[src/rtl/mem_stage_hs_pkg.sv]
// Shared encodings for the MEM stage: write-back source select and FSM state.
package mem_stage_hs_pkg;

    typedef enum logic [1:0] {
        WB_ALU  = 2'd0,
        WB_MEM  = 2'd1,
        WB_PC1  = 2'd2,
        WB_ZERO = 2'd3
    } wbSrc_e;

    typedef enum logic {
        IDLE   = 1'b0,
        ACCESS = 1'b1
    } memState_e;

endpackage

[src/rtl/mem_wb_mux.sv]
// Write-back value selection for the MEM stage.
module mem_wb_mux
    import mem_stage_hs_pkg::*;
#(
    parameter int unsigned WIDTH = 16
) (
    input  logic [1:0]       wbSrc,
    input  logic [WIDTH-1:0] aluOut,
    input  logic [WIDTH-1:0] memData,
    input  logic [WIDTH-1:0] pc,
    output logic [WIDTH-1:0] selData_c
);

    always_comb begin
        selData_c = '0;
        case (wbSrc_e'(wbSrc))
            WB_ALU:  selData_c = aluOut;
            WB_MEM:  selData_c = memData;
            WB_PC1:  selData_c = pc + WIDTH'(1);
            WB_ZERO: selData_c = '0;
            default: selData_c = '0;
        endcase
    end

endmodule

[src/rtl/mem_stage_hs.sv]
// Pipeline MEM stage with a request/ack memory handshake and upstream stall.
// Optional forwarding outputs are built when MEM_STAGE_FWD_EN is defined.
module mem_stage_hs
    import mem_stage_hs_pkg::*;
#(
    parameter int unsigned WIDTH   = 16,
    parameter int unsigned RADDR_W = 2
) (
    input  logic               clk,
    input  logic               reset_n,
    input  logic               in_valid,
    input  logic [WIDTH-1:0]   in_pc,
    input  logic [WIDTH-1:0]   in_alu_out,
    input  logic [WIDTH-1:0]   in_store_data,
    input  logic [RADDR_W-1:0] in_rd,
    input  logic               in_mem_read,
    input  logic               in_mem_write,
    input  logic [1:0]         in_wb_src,
    input  logic               in_reg_write,
    input  logic               in_flush,
    output logic               stall_out,
    output logic               mem_read,
    output logic               mem_write,
    output logic [WIDTH-1:0]   mem_addr,
    output logic [WIDTH-1:0]   mem_wdata,
    input  logic [WIDTH-1:0]   mem_rdata,
    input  logic               mem_ack,
`ifdef MEM_STAGE_FWD_EN
    output logic               fwd_valid,
    output logic [RADDR_W-1:0] fwd_rd,
    output logic [WIDTH-1:0]   fwd_data,
`endif
    output logic               wb_valid,
    output logic [WIDTH-1:0]   wb_pc,
    output logic [RADDR_W-1:0] wb_rd,
    output logic               wb_reg_write,
    output logic [WIDTH-1:0]   wb_data
);

    memState_e          state;
    memState_e          nextState;

    logic               exValid;
    logic [WIDTH-1:0]   exPc;
    logic [WIDTH-1:0]   exAlu;
    logic [WIDTH-1:0]   exStore;
    logic [RADDR_W-1:0] exRd;
    logic               exMemRd;
    logic               exMemWr;
    logic [1:0]         exWbSrc;
    logic               exRegWr;

    logic               acceptMem;
    logic               stallC;
    logic               wbLoadC;
    logic [WIDTH-1:0]   muxDataC;

    assign acceptMem = in_valid && !in_flush && (in_mem_read || in_mem_write);
    assign stall_out = stallC;

    // State register
    always_ff @(posedge clk or negedge reset_n) begin
        if (!reset_n) begin
            state <= IDLE;
        end else begin
            state <= nextState;
        end
    end

    // Next state, memory request and MEM/WB load enable
    always_comb begin
        nextState = state;
        stallC    = 1'b0;
        wbLoadC   = 1'b0;
        mem_read  = 1'b0;
        mem_write = 1'b0;
        mem_addr  = '0;
        mem_wdata = '0;
        case (state)
            IDLE: begin
                // Only non-memory entries can sit in EX/MEM while idle
                wbLoadC = exValid;
                if (acceptMem) nextState = ACCESS;
            end
            ACCESS: begin
                mem_write = exMemWr;
                mem_read  = exMemRd && !exMemWr;
                mem_addr  = exAlu;
                mem_wdata = exStore;
                stallC    = !mem_ack;
                wbLoadC   = mem_ack;
                if (mem_ack) nextState = acceptMem ? ACCESS : IDLE;
            end
            default: nextState = IDLE;
        endcase
    end

    // EX/MEM register
    always_ff @(posedge clk or negedge reset_n) begin
        if (!reset_n) begin
            exValid <= 1'b0;
            exPc    <= '0;
            exAlu   <= '0;
            exStore <= '0;
            exRd    <= '0;
            exMemRd <= 1'b0;
            exMemWr <= 1'b0;
            exWbSrc <= 2'd0;
            exRegWr <= 1'b0;
        end else if (!stallC) begin
            exValid <= in_valid && !in_flush;
            exPc    <= in_pc;
            exAlu   <= in_alu_out;
            exStore <= in_store_data;
            exRd    <= in_rd;
            exMemRd <= in_mem_read;
            exMemWr <= in_mem_write;
            exWbSrc <= in_wb_src;
            exRegWr <= in_reg_write;
        end
    end

    mem_wb_mux #(
        .WIDTH(WIDTH)
    ) uWbMux (
        .wbSrc    (exWbSrc),
        .aluOut   (exAlu),
        .memData  (mem_rdata),
        .pc       (exPc),
        .selData_c(muxDataC)
    );

    // MEM/WB register; read data is captured through the mux on the ack edge
    always_ff @(posedge clk or negedge reset_n) begin
        if (!reset_n) begin
            wb_valid     <= 1'b0;
            wb_pc        <= '0;
            wb_rd        <= '0;
            wb_reg_write <= 1'b0;
            wb_data      <= '0;
        end else begin
            wb_valid     <= wbLoadC;
            wb_pc        <= exPc;
            wb_rd        <= exRd;
            wb_reg_write <= wbLoadC && exRegWr;
            wb_data      <= muxDataC;
        end
    end

`ifdef MEM_STAGE_FWD_EN
    // Forward ALU and link results still held in EX/MEM
    always_comb begin
        fwd_valid = 1'b0;
        fwd_rd    = exRd;
        fwd_data  = '0;
        if (exValid && exRegWr && !exMemRd) begin
            if (exWbSrc == WB_ALU) begin
                fwd_valid = 1'b1;
                fwd_data  = exAlu;
            end else if (exWbSrc == WB_PC1) begin
                fwd_valid = 1'b1;
                fwd_data  = exPc + WIDTH'(1);
            end
        end
    end
`endif

endmodule

[config.mk]
export PLATFORM = sky130hd
export DESIGN_NAME = mem_stage_hs
export DESIGN_NICKNAME = d
export VERILOG_FILES = /design/src/rtl/mem_stage_hs_pkg.sv /design/src/rtl/mem_wb_mux.sv /design/src/rtl/mem_stage_hs.sv
export SDC_FILE = /design/constraint.sdc
export NUM_CORES = 1
export LEC_CHECK = 0
export ABC_AREA = 1
export CAP_MARGIN = 20
export CORE_ASPECT_RATIO = 0.6
export CORE_MARGIN = 2
export CORE_UTILIZATION = 40
export CTS_CLUSTER_SIZE = 30
export DETAILED_ROUTE_END_ITERATION = 10
export HOLD_SLACK_MARGIN = 0.08
export PLACE_DENSITY = 0.73
export SLEW_MARGIN = 20
export SYNTH_ARGS = -nofsm -noshare
export SYNTH_HDL_FRONTEND = slang
export SYNTH_SLANG_ARGS = --single-unit
[constraint.sdc]
create_clock -name clk -period 4.2 [get_ports clk]
set_clock_uncertainty 0.1 [all_clocks]
set_input_delay 0.42 -clock clk [delete_from_list [all_inputs] [get_ports clk]]
set_output_delay 0.42 -clock clk [all_outputs]
set_load 0.02 [all_outputs]
# Word-level counts from Yosys, hierarchy flattened
# Cells that the tools add are included.
# op_classes
muxes	10
n_div	0
shifts	0
eq_ne	3
multipliers	0
order_cmp	0
n_bitwise	1
addsub	1
reduce_logical	9
# ops
operator	count
$pmux W16 S4	1
$mux W16	2
$add A16 B1 Y16 const B	1
$mux W1	5
$eq A2 B2 Y1 const B	2
$logic_and A1 B1 Y1	4
$pmux W1 S2	2
$logic_not A1 Y1	3
$eq A2 B1 Y1 const B	1
$logic_not A2 Y1	1
$logic_or A1 B1 Y1	1
$not A1 Y1	1
# totals
in_bits	76
out_inout_bits	71
latchBits	0
ramBits	0
romBits	0
reg_bits	93
mem_count	0

# Depth between registers and ports, before layout
# logic_depth
word_depth	6
mapped_depth	8

# Hierarchy
# Synthesis repeated with hierarchy kept, for this count alone.
# hier_totals
hier_cells	505
hier_area_um2	4130.2
# modules_own_cells
module	area_each_um2	seq_area_each_um2	cells_each	instances
mem_stage_hs	3425.8	2327.2	362	1
mem_wb_mux	704.4	0.0	143	1

# Worst setup path after synthesis
# OpenSTA, ideal clock, no wires.
# synth_timing
kind	register to output
from	reg state
to	out mem_read
stages_incl_launch_ff	4
path_slack_ps	2701
arrival_ps	979
path_cell_list	dfrtp_1 buf_4 inv_2 nor3_1
# synth_via
elab_chain_cells	1
# synth_lines
element	line	rtl
from (decl)	mem_stage_hs.sv:40	memState_e state;
from (signal assigned)	mem_stage_hs.sv:66	state <= nextState;
$mux W1	mem_stage_hs.sv:79	case (state)
to (decl)	mem_stage_hs.sv:22	output logic mem_read,
# Every way passes these cells.

# Final worst setup path
# layout_timing
from	in mem_ack
to	out stall_out
# layout_via
elab_chain_cells	2
# layout_lines
element	line	rtl
from (decl)	mem_stage_hs.sv:27	input logic mem_ack,
$logic_not A1 Y1	mem_stage_hs.sv:90	stallC = !mem_ack;
$mux W1	mem_stage_hs.sv:79	
to (decl)	mem_stage_hs.sv:21	output logic stall_out,
# Every way passes these cells.

==> flow_summary_export.csv <==
group,metric,value,unit
layout,final_util,0.6012,
cts,clk_latency,0.33,ns
status,status,"finished, final reports clean",
critical_path,max_stage_delay,0.74,ns
synth,yosysTopAreaCell,"dfrtp_1",
floorplanning,die_area,10990,um2
sta,drv_slew,0,
synth,avgSynthCellArea,8.242,um2
floorplanning,die_w,134.0,um
pwr,comb_power_share,0.212,
sta,layout_min_cycle_time,2.698,ns
layout,stdcell_count,774,
synth,yosys_warnings,0,
layout,drive_gt1_frac,0.04851,
drt,drt_wl_total,10820,um
critical_path,slowest_stage,"clkdlybuf4s50_1",
cts,cts_tree,"done",
critical_path,cp.buffers_inverters,2,
critical_path,crit_chain,"clkdlybuf4s50_1 > nor2_4 > clkdlybuf4s50_1",
placement,place_ws,1.362,ns
synth,synthTopCellsByCount,"nand2_1 (199), dfrtp_1 (93), inv_1 (76)",
global_routing,grt_pass1_vias,3398,
pwr,switchingPower,664.6,uW
global_routing,grt_usage,0.2097,
synth,synthArstFlopShare,1.000,
critical_path,cp-end-kind,"output pin",
sta,finalCritPeriodShare,0.6423,
drt,routed_via_density,4.658,
cts,cts.clk_slew.worst_paths,0.06,ns
sta,tightest_slew,1.074,ns
layout,diodes,0,
synth,synth_top_area_share,0.5739,
global_routing,globalRouteOverflowTotal,0,
synth,ys.flop_type,"dfrtp_1",
drt,drc,0,
critical_path,critPathTopFamily,"buffers and inverters",
worst_hold_path,worstHoldPathCells,0,
global_routing,grt_max_degree,54,
layout,fin_area,5918,um2
pwr,clkPwrFrac,0.356,
synth,yosysUniqueCellTypes,24,
synth,syn_area,4055,um2
pwr,power_leakage,2.996,nW
critical_path,r2r_setup_slack,1.84,ns
sta,finalSetupTns,0,ns
pwr,power_switching_share,0.2739,
critical_path,crit_path_frequent_cell,"clkdlybuf4s50_1",
placement,placedInstanceArea,5582,um2
pwr,power_frac_seq,0.431,
placement,port_buffers,146,
layout,syn_to_final_growth,45.94,%
critical_path,timing.critical_path.arrival,2.18,ns
pwr,finalPower,2.427,mW
global_routing,grt_pass1_wl,17430,um
worst_hold_path,min_delay_worst_endpoint,"wb_rd[0]$_DFF_PN0_",
synth,synthTopCellsByArea,"dfrtp_1 (57%), nand2_1 (18%), inv_1 (7.0%)",
flow_run,cap_violations,0,
critical_path,regToRegEndpoint,"exValid$_DFFE_PN0N_",
sta,hold_viol,0,
critical_path,critPathLaunchType,"primary input",
synth,yosys.cell_count.top_type,"nand2_1",
placement,dp_cells,757,
synth,synth_edf_count,0,
synth,netlist_instances,492,
pwr,p_per_area,410.1,nW/um2
synth,synth.net_count,569,
sta,maxSlewHeadroom,0.2815,
floorplanning,dieHeight,81.99,um
pwr,peakVddDrop,0.0002232,V
cts,root_buffer,"clkbuf_16",
cts,cts_htree_levels,3,
sta,fmax,370.7,MHz
floorplanning,num_rows,28,
cts,cts.sinks,93,
layout,fillers,845,
cts,cts_buffer_depth,2,
drt,num_vias,3605,
critical_path,reg2regPathDepth,7,
layout,fin_nets,711,
drt,dr.pass1.iters,4,
synth,yosysSeqAreaShare,0.5739,
floorplanning,ios,147,
drt,antenna_left,0,
floorplanning,start_util,0.4119,
worst_hold_path,min_from,"exRd[0]$_DFFE_PN0N_",
floorplanning,coreArea,9844,um2
critical_path,r2r_start,"state$_DFF_PN0_",
synth,ys_seq_elements,93,
critical_path,cp_max_fo,31,
worst_hold_path,min-delay-path-class,"reg2reg",
drt,drtIter0Drc,248,
critical_path,critPathKind,"in2out",
sta,hold_slack,0.2863,ns
cts,numCtsBuffers,9,
pwr,p_int,1.762,mW
placement,hpwl,8025,um
critical_path,cp.required,3.68,ns
sta,setup_ws,1.502,ns
sta,setup_violations,0,
sta,rsz0062_at_grt,"false",
drt,routedWlPerCell,13.98,um
global_routing,antenna_found_initial,0,
placement,gp_congestion,0.8511,
[cell families (layout without fill, tap and decap cells)]
| logic type | Yosys count | after routing | synth area share |
|---|---|---|---|
| AOI/OAI and AO/OA | 53 | 53 | 0.07930 |
| adders and majority gates | 1 | 1 | 0.003085 |
| buffers and inverters | 97 | 244 | 0.1027 |
| DFF | 93 | 93 | 0.5739 |
| and+or+nand+nor | 248 | 248 | 0.2410 |
[registers in the layout (all words and copies together) (netlist names)]
| signal | cells |
|---|---|
| exAlu | 16 |
| exPc | 16 |
| exStore | 16 |
| wb_data | 16 |
| wb_pc | 16 |
| exRd | 2 |
| exWbSrc | 2 |
| wb_rd | 2 |
| exMemRd | 1 |
| exMemWr | 1 |
| exRegWr | 1 |
| exValid | 1 |
| state | 1 |
| wb_reg_write | 1 |
| wb_valid | 1 |
[what timing repair did]
| action | CTS | global route |
|---|---|---|
| endpoints found under the hold margin | 52 | 0 |
| setup buffers | 0 | 0 |
| endpoints found under the setup margin | 0 | 0 |
| hold buffers | 1 | 0 |
| resized for setup | 0 | 0 |
[power groups by stage]
stage	Combinational [mW]	Clock (mW)	Sequential, mW
3_3_place_gp	0.513	0	1.06
3_5_place_dp	0.516	0	1.06
5_1_grt	0.565	0.925	1.06
2_1_floorplan	0.196	0	1.10
4_1_cts	0.519	0.885	1.05
6_report	0.515	0.865	1.05
[cell usage in the layout (no fill, tap or decap), drive strengths merged]
cell           instances
nand2                200
clkdlybuf4s50        145
dfrtp                 93
inv                   78
o21ai                 41
nand3                 22
nor2                  21
clkbuf                11
o211ai                 6
buf                    4
nor3                   3
nand4                  2
a21oi                  2
bufinv                 2
clkinvlp               2
o21bai                 1
o221ai                 1
o21a                   1
a211oi                 1
ha                     1
clkinv                 1
dlygate4sd3            1
[per-layer routing]
| layer | up-vias | global-route usage | share of wire |
|---|---|---|---|
| li1 | 1779 | - | - |
| met1 | 1688 | 0.3237 | 0.52 |
| met4 | 0 | 0.04681 | 0.0041 |
| met3 | 5 | 0.06667 | 0.080 |
| met2 | 133 | 0.2821 | 0.39 |
| met5 | - | 0 | 0 |
[worst max path at each step]
| stage | from | end | slack [ns] | cells after the start |
|---|---|---|---|---|
| final | mem_ack | stall_out | 1.50 | 3 |
| after global routing | mem_ack | stall_out | 1.40 | 3 |
| after CTS | mem_ack | stall_out | 1.50 | 3 |
| after detailed placement | mem_ack | exValid$_DFFE_PN0N_ | 1.36 | 7 |
| after global placement | mem_ack | exValid$_DFFE_PN0N_ | 1.41 | 7 |
| after floorplan | state$_DFF_PN0_ | mem_read | 2.70 | 3 |
[layout make-up]
class / count / area, um2 / area share
flip-flops and latches: 93 / 2327 / 0.3932
repair buffers: 150 / 1491 / 0.2520
multi-input cells: 302 / 1311 / 0.2216
inverters: 78 / 292.8 / 0.04947
clock buffers: 11 / 242.7 / 0.04101
well taps: 135 / 168.9 / 0.02854
clock inverters: 5 / 83.83 / 0.01416
No activity file was read; power rests on OpenSTA's default activity.
